$ cat src/rtl/scan_sequencer_pkg.sv
// Shared definitions for the scan sequencer: FSM state encoding and default index width.
package scan_sequencer_pkg;

    localparam int DEFAULT_W = 6;

    typedef enum logic [1:0] {
        IDLE = 2'd0,
        RUN  = 2'd1,
        DONE = 2'd2
    } state_t;

endpackage

$ cat src/rtl/scan_sequencer_dwell_timer.sv
// Dwell timer: loads DWELL-1 on each index change, counts down while not held,
// and flags expiry when the current index has been shown for its full dwell.
module dwell_timer #(
    parameter int DWELL = 1
) (
    input  logic clk,
    input  logic rst,
    input  logic load,
    input  logic hold,
    output logic expire
);

    localparam int CW = (DWELL > 1) ? $clog2(DWELL) : 1;
    localparam logic [CW-1:0] RELOAD = CW'(DWELL - 1);

    logic [CW-1:0] r_cnt;

    always_ff @(posedge clk) begin
        if (rst) begin
            r_cnt <= '0;
        end else if (load) begin
            r_cnt <= RELOAD;
        end else if (!hold && (r_cnt != '0)) begin
            r_cnt <= r_cnt - CW'(1);
        end
    end

    // Zero means the index has been presented DWELL times.
    assign expire = (r_cnt == '0);

endmodule

$ cat src/rtl/scan_sequencer.sv
// Sweeps an index from first to last (up or down, wrapping modulo 2^W), holding
// each index DWELL unpaused cycles, then pulses done for one cycle.
module scan_sequencer
    import scan_sequencer_pkg::*;
#(
    parameter int W     = DEFAULT_W,
    parameter int DWELL = 1
) (
    input  logic         clk,
    input  logic         rst,
    input  logic         start,
    input  logic [W-1:0] first,
    input  logic [W-1:0] last,
    input  logic         dir,
    input  logic         pause,
    output logic [W-1:0] count,
    output logic         valid,
    output logic         busy,
    output logic         done
);

    state_t       r_state, w_state_next;
    logic [W-1:0] r_count, w_count_next;
    logic [W-1:0] r_last,  w_last_next;
    logic         r_dir,   w_dir_next;
    logic         r_valid, w_valid_next;
    logic         r_busy,  w_busy_next;
    logic         r_done,  w_done_next;
    logic         w_load, w_hold, w_expire;

    dwell_timer #(.DWELL(DWELL)) u_dwell (
        .clk    (clk),
        .rst    (rst),
        .load   (w_load),
        .hold   (w_hold),
        .expire (w_expire)
    );

    always_ff @(posedge clk) begin
        if (rst) begin
            r_state <= IDLE;
            r_count <= '0;
            r_last  <= '0;
            r_dir   <= 1'b0;
            r_valid <= 1'b0;
            r_busy  <= 1'b0;
            r_done  <= 1'b0;
        end else begin
            r_state <= w_state_next;
            r_count <= w_count_next;
            r_last  <= w_last_next;
            r_dir   <= w_dir_next;
            r_valid <= w_valid_next;
            r_busy  <= w_busy_next;
            r_done  <= w_done_next;
        end
    end

    always_comb begin
        w_state_next = r_state;
        w_count_next = r_count;
        w_last_next  = r_last;
        w_dir_next   = r_dir;
        w_valid_next = r_valid;
        w_busy_next  = r_busy;
        w_done_next  = 1'b0;
        w_load       = 1'b0;
        w_hold       = 1'b1;

        case (r_state)
            IDLE, DONE: begin
                if (start) begin
                    w_state_next = RUN;
                    w_count_next = first;
                    w_last_next  = last;
                    w_dir_next   = dir;
                    w_valid_next = 1'b1;
                    w_busy_next  = 1'b1;
                    w_load       = 1'b1;
                end else begin
                    w_state_next = IDLE;
                    w_count_next = '0;
                    w_valid_next = 1'b0;
                    w_busy_next  = 1'b0;
                end
            end
            RUN: begin
                // Pause takes priority over an expiring dwell.
                if (!pause) begin
                    if (w_expire) begin
                        if (r_count == r_last) begin
                            w_state_next = DONE;
                            w_done_next  = 1'b1;
                            w_valid_next = 1'b0;
                            w_busy_next  = 1'b0;
                        end else begin
                            w_count_next = r_dir ? (r_count - W'(1)) : (r_count + W'(1));
                            w_load       = 1'b1;
                        end
                    end else begin
                        w_hold = 1'b0;
                    end
                end
            end
            default: begin
                w_state_next = IDLE;
                w_count_next = '0;
                w_valid_next = 1'b0;
                w_busy_next  = 1'b0;
            end
        endcase
    end

    assign count = r_count;
    assign valid = r_valid;
    assign busy  = r_busy;
    assign done  = r_done;

endmodule
$ cat config.mk
export PLATFORM = sky130hd
export DESIGN_NAME = scan_sequencer
export DESIGN_NICKNAME = d
export VERILOG_FILES = /design/src/rtl/scan_sequencer_pkg.sv /design/src/rtl/scan_sequencer_dwell_timer.sv /design/src/rtl/scan_sequencer.sv
export SDC_FILE = /design/constraint.sdc
export NUM_CORES = 1
export LEC_CHECK = 0
export ABC_AREA = 1
export ABC_CLOCK_PERIOD_IN_PS = 1600
export BUFFER_PORTS_ARGS = -buffer_cell sky130_fd_sc_hd__buf_4
export CORE_MARGIN = 2
export CORE_UTILIZATION = 50
export DETAILED_ROUTE_END_ITERATION = 7
export GPL_ROUTABILITY_DRIVEN = 0
export HOLD_SLACK_MARGIN = 0.1
export PLACE_DENSITY = 0.74
export SKIP_CTS_REPAIR_TIMING = 1
export SLEW_MARGIN = 20
export SYNTH_ARGS = -nofsm -noshare
export SYNTH_HDL_FRONTEND = slang
export SYNTH_SLANG_ARGS = --single-unit
$ cat constraint.sdc
create_clock -name clk -period 1.6 [get_ports clk]
set_input_delay 0.24 -clock clk [delete_from_list [all_inputs] [get_ports clk]]
set_output_delay 0.24 -clock clk [all_outputs]
set_load 0.005 [all_outputs]
== After elaboration in Yosys (flattened, before gate mapping) ==
Cells that the tools add are included.
Widths: inputs -> output; s select.

* Flip-flop bits (word level): 18
* Logic and storage cells: 51

* Add/subtract/negate cells: 3
* Equal/unequal tests: 7
* Mux-type cells: 24
* Bitwise logic cells: 1
* Reduce and logical (&&, ||, !) cells: 9

{| class="wikitable"
|+ Operators by type and width
! kind !! number
|-
| $mux 6 || 5
|-
| $mux 1 || 12
|-
| $pmux 6 s2 || 1
|-
| $ne 2x2->1 const B || 4
|-
| $add 6x1->6 const B || 1
|-
| $eq 6x6->1 || 1
|-
| $mux 2 || 3
|-
| $reduce_and 3->1 || 2
|-
| $sub 6x1->6 const B || 1
|-
| $pmux 1 s2 || 2
|-
| $pmux 2 s2 || 1
|-
| $reduce_or 2->1 || 2
|-
| $reduce_or 4->1 || 1
|-
| $eq 2x1->1 const B || 1
|-
| $eq 2x2->1 const B || 1
|-
| $logic_not 2->1 || 1
|-
| $reduce_and 2->1 || 1
|-
| $logic_and 1x1->1 || 1
|-
| $logic_not 1->1 || 1
|-
| $not 1->1 || 1
|-
| $sub 1x1->1 const B || 1
|}

== Depth between registers and ports, before layout ==
Gate-level depths: netlist (run 1).

* Depth after elaboration: 6
* Gate-level depth with buffers: 10

== Cells and area by module ==
From an unflattened synthesis (run 1), not the netlist that was laid out.

* Cells, all modules: 148
* Area, all modules: 988.4 um^2

{| class="wikitable"
|+ Modules (own cells, without submodules)
! module !! times used !! cells each !! area each (um^2) !! sequential area each (um^2)
|-
| scan_sequencer || 1 || 141 || 945.9 || 320.3
|-
| dwell_timer || 1 || 7 || 42.5 || 20.0
|}

== Worst setup path after synthesis (run 1) ==
No wires, ideal clock.

* Kind: reg-to-reg
* Start point: register r_count[0], in the netlist count[0]
* End point: register r_count[4], in the netlist count[4]
* Data arrival time: 1,341 ps
* Required time: 1,529 ps
* Setup slack: 188 ps
* Cell stages (with the launch flop): 9
* Clock period less this slack: 1,412 ps
* Path through: dfxtp_1 -> fa_1 -> nand2_1 -> a21oi_1 -> o21ai_0 -> nand3_1 -> nand2_1 -> nand2_1 -> a21oi_1

* Longest elaborated chain between the ends: 6
* Elaborated cells between the ends (all ways): 10
* Classes of those cells: add/sub: 2; eq/ne: 2; mux: 5; reduce/logical: 1

{| class="wikitable"
|+ Ends and longest elaborated chain
! what !! RTL line !! RTL
|-
| from (decl) || scan_sequencer.sv:23 || <nowiki>logic [W-1:0] r_count, w_count_next;</nowiki>
|-
| from (signal assigned) || scan_sequencer.sv:50 || <nowiki>r_count <= w_count_next;</nowiki>
|-
| $add 6x1->6 / $sub 6x1->6 (equally long branches) || scan_sequencer.sv:97 || <nowiki>w_count_next = r_dir ? (r_count - W'(1)) : (r_count + W'(1));</nowiki>
|-
| $mux 6 || scan_sequencer.sv:97 ||
|-
| $mux 6 || scan_sequencer.sv:91 || <nowiki>if (r_count == r_last) begin</nowiki>
|-
| $mux 6 || scan_sequencer.sv:90 || <nowiki>if (w_expire) begin</nowiki>
|-
| $mux 6 || scan_sequencer.sv:89 || <nowiki>if (!pause) begin</nowiki>
|-
| $pmux 6 s2 || scan_sequencer.sv:70 || <nowiki>case (r_state)</nowiki>
|}

Several ways; a longest one is shown, not always the timed one. The select of a mux whose other input is x is not followed.
A chain may end at the register's enable or synchronous reset.

== Worst setup path after layout (run 1) ==
* Start point: register r_count[1], in the netlist count[1]
* End point: register r_count[4], in the netlist count[4]

The elaborated chain is that of the path after synthesis.

==> flow_metrics.tcl, run 1 <==
set metrics [dict create \
    nNetsFinal 187 \
    clk_path_buf_depth 2 \
    setup_tns_ps 0 \
    yosys.area_share.xor_xnor_pct 4.605 \
    rsz0062_at_grt "false" \
    synth_top_area_share_pct 35.79 \
    final_cell_mix "nand2_1, buf_4, nor2_1" \
    drc 0 \
    cts_tree "yes" \
    clock_sinks 17 \
    power_frac_comb_pct 29.4 \
    grt_max_degree 12 \
    cp_common_cell "nand2_1" \
    synthAdderAreaFrac_pct 7.368 \
    dpl_worst_slack_ps 142.4 \
    syn_to_final_growth_pct 25.79 \
    grt_usage_pct 19.75 \
    synth_mux_area_share_pct 0 \
    worstSetupEndpointType "flop" \
    path_class "reg -> reg" \
    syn_area_per_cell_sq_um 6.941 \
    ys_warn_count 0 \
    max_stage_delay_ps 430 \
    finalPower_mw 1.018 \
    arrival_ps 1710 \
    cts_made_buffers 3 \
    wire_per_inst_microns 10.93 \
    ys_seq_area_share_pct 35.79 \
    worst-path-max-fanout 6 \
    vias 940 \
    p_clk_share_pct 22.4 \
    synth_top_cells_by_area "dfxtp_1, nand2_1, nor2_1, a21oi_1, o21ai_0" \
    leakagePower_nw 0.6086 \
    timing.fmax_ghz 0.6758 \
    cp-start-kind "flop" \
    critPathSlowestCell "fa_1" \
    seqPwrFrac_pct 48.3 \
    cap_viol_max_count 0 \
    antenna_cells 0 \
    finalSetupViolCount 0 \
    clkTransAtPathRegs_ps 100 \
    power_density_nw_per_um2 851.4 \
    synth-seq-cells 17 \
    grt_remaining_overflow 0 \
    hold_viol 0 \
    synthFlopType "dfxtp_1" \
    antenna_found_initial 0 \
    maxSlewViolCount 0 \
    min_path_type "in -> reg" \
    worst_pin_slew_ps 367.4 \
    final_core_util_pct 67.80 \
    p_sw_uw 332.8 \
    grt_pass1_wl_microns 3098 \
    htreeDepth 1 \
    layout-drive-gt1-share_pct 22.56 \
    io_pins 26 \
    start_util_pct 53.90 \
    synthCells 137 \
    yosys.area_share.simple_pct 29.87 \
    portBuffers 25 \
    num_rows 15 \
    min_period_over_period_pct 92.48 \
    totalWireLength_microns 2065 \
    final_common_cell "nand2_1" \
    clock_latency_ps 290 \
    status "finished, final reports clean" \
    drt_first_pass_iters 4 \
    synth_top_family_by_area "simple AND/OR/NAND/NOR gates" \
    root_buffer "clkbuf_4" \
    crit_chain "fa_1, nand2_1, a21oi_1, o21ai_0, nand3_1, nand2_1, nand2_1, a21oi_1" \
    ir_drop_uv 656.1 \
    ant_nets 0 \
    relSlewSlack_pct 75.48 \
    synth_top_area_cell "dfxtp_1" \
    die_h_microns 47.61 \
    viasPerCell 4.974 \
    async_reset_ff_share_pct 0 \
    synth-compound-area-share_pct 14.21 \
    p_int_uw 685.7 \
    ys_types 22 \
    fillers 171 \
    fin_worst_skew_ps 7.506 \
    synth.cell_area_sq_um 950.9 \
    grt_pass1_vias 762 \
    die_w_microns 47.61 \
    swShare_pct 32.67 \
    core_sq_um 1764 \
    synthesis.nets 159 \
    drtIter0Drc 12 \
    dieArea_sq_um 2267 \
    period_minus_slack_ps 1480 \
    fin_ws_ps 120.3 \
    synth_edf_count 0 \
    worstPathRequired_ps 1830 \
    hpwlAfterDp_microns 1632 \
]
[worst max-delay path: cells and delay by family, from the launching register on]
kind / cells / cell delay (ps)
fa+ha+maj: 1 / 430
simple gates: 4 / 280
flops: 1 / 390
compound gates: 3 / 330
[layer usage]
layer	global-route usage, %	share of wire (%)
met5	0	0
met4	10.81	0.63
met3	2.264	4.4
met2	32.43	50
met1	25.29	45
[area by class of cell]
type	instances	area, sq um	area share (%)
clock buffer	3	22.52	1.883
inverter	14	52.55	4.393
sequential	17	341.6	28.56
timing repair buffer	28	210.2	17.57
multi-input combinational	101	533.0	44.56
clock inverter	1	5.005	0.4184
tap	25	31.28	2.615
[worst paths after layout]
kind	start	endpoint	slack (ps)	cells after the start
worst max-delay path	count[1]	count[4]	120	8
worst min-delay path	rst	count[2]	190	2
worst max register to register	count[1]	count[4]	120	8
worst min register to register	u_dwell.r_cnt	u_dwell.r_cnt	480	1
[power groups by stage]
stage / Combinational (mW) / Clock, mW / Sequential [mW]
2_1_floorplan: 0.193 / 0 / 0.498
3_3_place_gp: 0.293 / 0 / 0.498
3_5_place_dp: 0.299 / 0 / 0.501
4_1_cts: 0.301 / 0.237 / 0.491
5_1_grt: 0.335 / 0.248 / 0.497
6_report: 0.299 / 0.228 / 0.492
[sequential cells by signal, indices dropped and copies added, names as in the netlist]
signal,flops
busy,1
count,6
done,1
r_dir,1
r_last,6
r_state,1
u_dwell.r_cnt,1
[kinds of logic after synthesis]
| group | after synthesis |
|---|---|
| AOI/OAI and AO/OA | 25 |
| xor gates and xnor gates | 5 |
| adders and majority gates | 5 |
| buffers and inverters | 19 |
| DFF | 17 |
| and+or+nand+nor | 66 |
[per-stage QoR]
stage / area (sq um) / instances / hold WS (ps)
6_report: 1196 / 189 / 186.4
5_1_grt: 1196 / 189 / 171.4
4_1_cts: 1195 / 189 / 168.7
3_5_place_dp: 1167 / 185 / 464.7
3_3_place_gp: 1167 / 185 / 452.9
2_1_floorplan: 950.9 / 137 / 406.7
[cell usage after synthesis (2+ instances only)]
| cell | count |
|---|---|
| nand2_1 | 32 |
| nand3_1 | 10 |
| nor3_1 | 2 |
| inv_1 | 14 |
| clkbuf_1 | 2 |
| nor2_1 | 17 |
| dfxtp_1 | 17 |
| buf_2 | 2 |
| xor2_1 | 4 |
| a21oi_1 | 12 |
| ha_1 | 4 |
| o21ai_0 | 11 |
Note: power is estimated with default switching activity, not from simulation.
==> run 2: changes to the inputs <==
Settings changed: REMOVE_ABC_BUFFERS set to 1.
==> run 2 against run 1 <==
Effect of this change: total power is 1.1% higher; cell area is 1.3% higher; worst setup slack better by 5.5 ps; register-to-register slack about the same; critical path depth is the same; flip-flop and latch count unchanged; first-iteration DRC count grew 75%; via count shrank 0.32%; critical path type unchanged; critical endpoint unchanged; largest cell class unchanged.
==> flow_metrics.tcl, run 2 (synthesis results as in run 1) <==
set metrics [dict create \
    ir_drop_uv 562.5 \
    num_rows 15 \
    finalPower_mw 1.030 \
    worstSetupEndpointType "flop" \
    relSlewSlack_pct 78.98 \
    rsz0062_at_grt "false" \
    drc 0 \
    grt_remaining_overflow 0 \
    p_clk_share_pct 22.5 \
    grt_util_met1_pct 28.01 \
    grt_max_degree 12 \
    grt_usage_pct 21.44 \
    critPathLaunch "count[1]" \
    final_cell_mix "nand2_1, buf_4, nor2_1" \
    maxSlewViolCount 0 \
    nNetsFinal 189 \
    worst_pin_slew_ps 315.0 \
    p_sw_uw 338.1 \
    start_util_pct 53.90 \
    whs_path_depth 2 \
    leakagePower_nw 0.6187 \
    multi_input_area_sq_um 533.0 \
    clkTransAtPathRegs_ps 110 \
    r2r_cells 8 \
    drtIter0Drc 21 \
    worstPathRequired_ps 1830 \
    arrival_ps 1710 \
    finalSetupViolCount 0 \
    path_class "reg -> reg" \
    rrSetupSlack_ps 130 \
    min_period_over_period_pct 92.13 \
    min_path_type "in -> reg" \
    holdCritStartpoint "rst" \
    ant_nets 0 \
    period_minus_slack_ps 1474 \
    critPathSlowestCell "fa_1" \
    cp_common_cell "nand2_1" \
    timing.fmax_ghz 0.6784 \
    totalWireLength_microns 2177 \
    p_int_uw 691.8 \
    clk_path_buf_depth 2 \
    cp-start-kind "flop" \
    portBuffers 25 \
    grt_use_met3_pct 2.264 \
    io_pins 26 \
    power_density_nw_per_um2 850.3 \
    fin_worst_skew_ps 8.164 \
    final_common_cell "nand2_1" \
    grt_use_met2_pct 38.11 \
    core_sq_um 1764 \
    htreeDepth 1 \
    viasPerCell 4.906 \
    final_core_util_pct 68.65 \
    antenna_cells 0 \
    fillers 179 \
    seqPwrFrac_pct 47.7 \
    worst-path-max-fanout 6 \
    wire_per_inst_microns 11.40 \
    status "finished, final reports clean" \
    max_stage_delay_ps 430 \
    grt_pass1_wl_microns 3436 \
    root_buffer "clkbuf_4" \
    grt_busiest_layer "met2" \
    hpwlAfterDp_microns 1748 \
    layout-drive-gt1-share_pct 23.49 \
    hold_ws_ps 181.0 \
    dp.cells 187 \
    power_frac_comb_pct 29.8 \
    seq_area_sq_um 341.6 \
    swShare_pct 32.83 \
    r2r_start "count[1]" \
    die_h_microns 47.61 \
    hold_viol 0 \
    cap_viol_max_count 0 \
    grt_pass1_vias 837 \
    die_w_microns 47.61 \
    vias 937 \
    syn_to_final_growth_pct 27.37 \
    drt_first_pass_iters 4 \
    setup_tns_ps 0 \
    stdcell_count 191 \
    clock_sinks 17 \
    hold-path-endpoint "count[4]" \
    crit_chain "fa_1, nand2_1, a21oi_1, o21ai_0, nand3_1, nand2_1, nand2_1, a21oi_1" \
    r2r-end "count[4]" \
    cts_tree "yes" \
    clock_latency_ps 290 \
    antenna_found_initial 0 \
    dieArea_sq_um 2267 \
    cts_made_buffers 3 \
]
run 2: metrics by stage:
step | worst slack [ps] | instance area, sq um
after CTS | 115.7 | 1210
after floorplan | 180.1 | 925.9
final | 125.9 | 1211
after global placement | 177.3 | 1182
after global routing | 17.20 | 1211
after detailed placement | 131.8 | 1182
run 2: power groups by stage:
| stage | registers (mW) | clock network, mW | logic (mW) |
|---|---|---|---|
| after floorplan | 0.498 | 0 | 0.181 |
| after global placement | 0.499 | 0 | 0.301 |
| after detailed placement | 0.501 | 0 | 0.307 |
| after CTS | 0.491 | 0.235 | 0.308 |
| after global routing | 0.496 | 0.242 | 0.348 |
| final | 0.491 | 0.232 | 0.307 |
run 2: per-layer routing:
layer / vias to the layer above / share of wire, %
li1: 499 / -
met1: 417 / 47
met2: 19 / 49
met3: 2 / 3.8
met4: 0 / 0.55
met5: - / 0
run 2: cell type report:
cell class / instances / area share, %
clock buffer: 3 / 1.860
multi-input combinational: 101 / 44.01
clock inverter: 1 / 0.4132
tap: 25 / 2.583
inverter: 14 / 4.339
timing repair buffer: 30 / 18.60
sequential: 17 / 28.20
run 2: how the worst max path moves through the flow:
stage	cells past startpoint	to
floorplan	8	count[4]
global placement	8	count[4]
detailed placement	8	count[5]
CTS	8	count[5]
global route	8	count[4]
finish	8	count[4]
run 2: worst max-delay path: cells and delay by family (launching register included):
family                     cells  cell delay, ps
adders and majority gates      1             430
AOI/OAI and AO/OA              3             330
DFF                            1             380
and+or+nand+nor                4             280
==> run 3: changes to the inputs <==
Settings changed: ABC_AREA 1 to not set, CORE_UTILIZATION 50 to 49, PLACE_DENSITY 0.74 to 0.73.
==> run 3 against run 2 <==
Effect of this change: the run now ends with setup timing left; critical path type unchanged; first-iteration DRC count decreased by 52%; non-clock buffer count grew 7; largest cell class unchanged; clock skew fell by 1.2 ps; clock power about the same; cell area grew 6.4%.
==> flow_metrics.tcl, run 3 <==
set metrics [dict create \
    status "finished with violations" \
    failed_checks "setup timing" \
    ys_types 28 \
    synth_edf_count 0 \
    wire_per_inst_microns 14.16 \
    hold_viol 0 \
    rsz0062_at_grt "true" \
    die_w_microns 46.70 \
    fin_worst_skew_ps 7.011 \
    die_h_microns 46.70 \
    fin_ws_ps -123.7 \
    path_class "reg -> reg" \
    cts_made_buffers 3 \
    clock_sinks 17 \
    io_pins 26 \
    synth_top_area_cell "dfxtp_1" \
    vias 840 \
    stdcell_count 161 \
    yosys-top-cells-count "nand2_1, dfxtp_1, a21oi_1, a22o_1, xor2_1" \
    syn_to_final_growth_pct 44.26 \
    leakagePower_nw 0.5907 \
    ys_warn_count 0 \
    async_reset_ff_share_pct 0 \
    root_buffer "clkbuf_4" \
    cts_tree "yes" \
    timing.fmax_ghz 0.5801 \
    min_path_type "in -> reg" \
    synth_top_cells_by_area "dfxtp_1, nand2_1, a22o_1, a21oi_1, xor2_1" \
    worstPathRequired_ps 1780 \
    nNetsFinal 159 \
    grt_usage_pct 22.42 \
    totalWireLength_microns 2279 \
    synth_top_area_share_pct 38.10 \
    relSlewSlack_pct 61.85 \
    min_period_over_period_pct 107.7 \
    drtIter0Drc 10 \
    grt_pass1_vias 783 \
    htreeDepth 1 \
    layout-drive-gt1-share_pct 41.18 \
    worst-path-max-fanout 4 \
    cap_viol_max_count 0 \
    grt_remaining_overflow 0 \
    max_stage_delay_ps 440 \
    critPathSlowestCell "dfxtp_1" \
    portBuffers 25 \
    clk_path_buf_depth 2 \
    dieArea_sq_um 2181 \
    synthFlopType "dfxtp_1" \
    worstSetupEndpointType "flop" \
    final_cell_mix "buf_4, nand2_1, dfxtp_1" \
    grt_max_degree 15 \
    finalPower_mw 1.128 \
    synth.most_common_cell "nand2_1" \
    drt_first_pass_iters 4 \
    ant_nets 0 \
    synthCells 98 \
    final_common_cell "buf_4" \
    period_minus_slack_ps 1724 \
    power_density_nw_per_um2 875.2 \
    syn_area_per_cell_sq_um 9.116 \
    antenna_found_initial 0 \
    worst_pin_slew_ps 569.6 \
    hpwlAfterDp_microns 1642 \
    synth-seq-cells 17 \
    ys_seq_area_share_pct 38.10 \
    viasPerCell 5.217 \
    grt_pass1_wl_microns 3401 \
    crit_chain "ha_1, a21oi_1, nand4_1, a32o_1, a22o_1" \
    dp.cells 155 \
    clkTransAtPathRegs_ps 100 \
    antenna_cells 0 \
    ir_drop_uv 582.5 \
    drc 0 \
    start_util_pct 51.74 \
    cp-start-kind "flop" \
    arrival_ps 1900 \
    clock_latency_ps 280 \
    maxSlewViolCount 0 \
    core_sq_um 1727 \
    synth.cell_area_sq_um 893.4 \
    finalSetupViolCount 4 \
    num_rows 15 \
]
## run 3: changes by cell type after synthesis, sizes merged, moves of 6 or more
cell / previous run / this run
nor2: 18 / 2
nand2: 34 / 19
inv: 14 / 2
nand3: 11 / 2
o21ai: 11 / 4
a22o: 1 / 7
## run 3: cells by family (layout without fill, tap and decap cells)
logic type,after synthesis,count (layout),share of synthesized area [%]
AND/OR/NAND/NOR,32,32,18.63
AO/OA/AOI/OAI,29,29,23.11
flip-flops,17,17,38.10
XOR/XNOR,10,10,9.803
adder cells (fa/ha/maj),5,5,7.843
buffers and inverters,5,43,2.522
## run 3: power by group
| part | internal [mW] | leakage [nW] | switching [mW] |
|---|---|---|---|
| Sequential | 0.460 | 0.142 | 0.0469 |
| Clock | 0.0967 | 0.0150 | 0.134 |
| Combinational | 0.211 | 0.434 | 0.179 |
## run 3: area by class of cell
cell class	count	area (sq um)
inverter	2	7.507
tap	25	31.28
multi-input combinational	76	586.8
clock buffer	4	26.28
sequential	17	351.6
fill	154	437.9
timing repair buffer	37	285.3
## run 3: metrics by stage
| step | worst slack [ps] | instance area, sq um | TNS (ps) | hold WS, ps | util [%] |
|---|---|---|---|---|---|
| floorplan | -68.84 | 878.3 | -119.7 | 309.1 | - |
| global placement | -96.72 | 1172 | -249.2 | 459.3 | 67.90 |
| detailed placement | -147.7 | 1172 | -426.3 | 464.6 | 67.90 |
| CTS | -168.3 | 1199 | -569.1 | 190.4 | 69.42 |
| global route | -175.1 | 1289 | -858.6 | 179.2 | 74.64 |
| finish | -123.7 | 1289 | -216.3 | 185.9 | 74.64 |
## run 3: critical path, delay by kind of cell, from the launching register on
family / cells / cell delay (ps)
simple gates: 1 / 120
compound gates: 3 / 760
fa+ha+maj: 1 / 310
flops: 1 / 440
## run 3: worst paths after layout
check                                from        end  slack (ps)  depth (start not counted)
worst min-delay path              last[2]  r_last[2]         190                          3
worst max register to register   count[4]   count[5]        -120                          5
worst max-delay path             count[4]   count[5]        -120                          5
worst min register to register  r_last[2]  r_last[2]         470                          2
## run 3: metal layers
layer / wire length [microns] / global-route usage [%] / vias to the layer above
li1: - / - / 430
met1: 1022 / 26.95 / 390
met2: 1147 / 39.72 / 18
met3: 87 / 5.098 / 2
met4: 21 / 6.667 / 0
met5: 0 / 0 / -
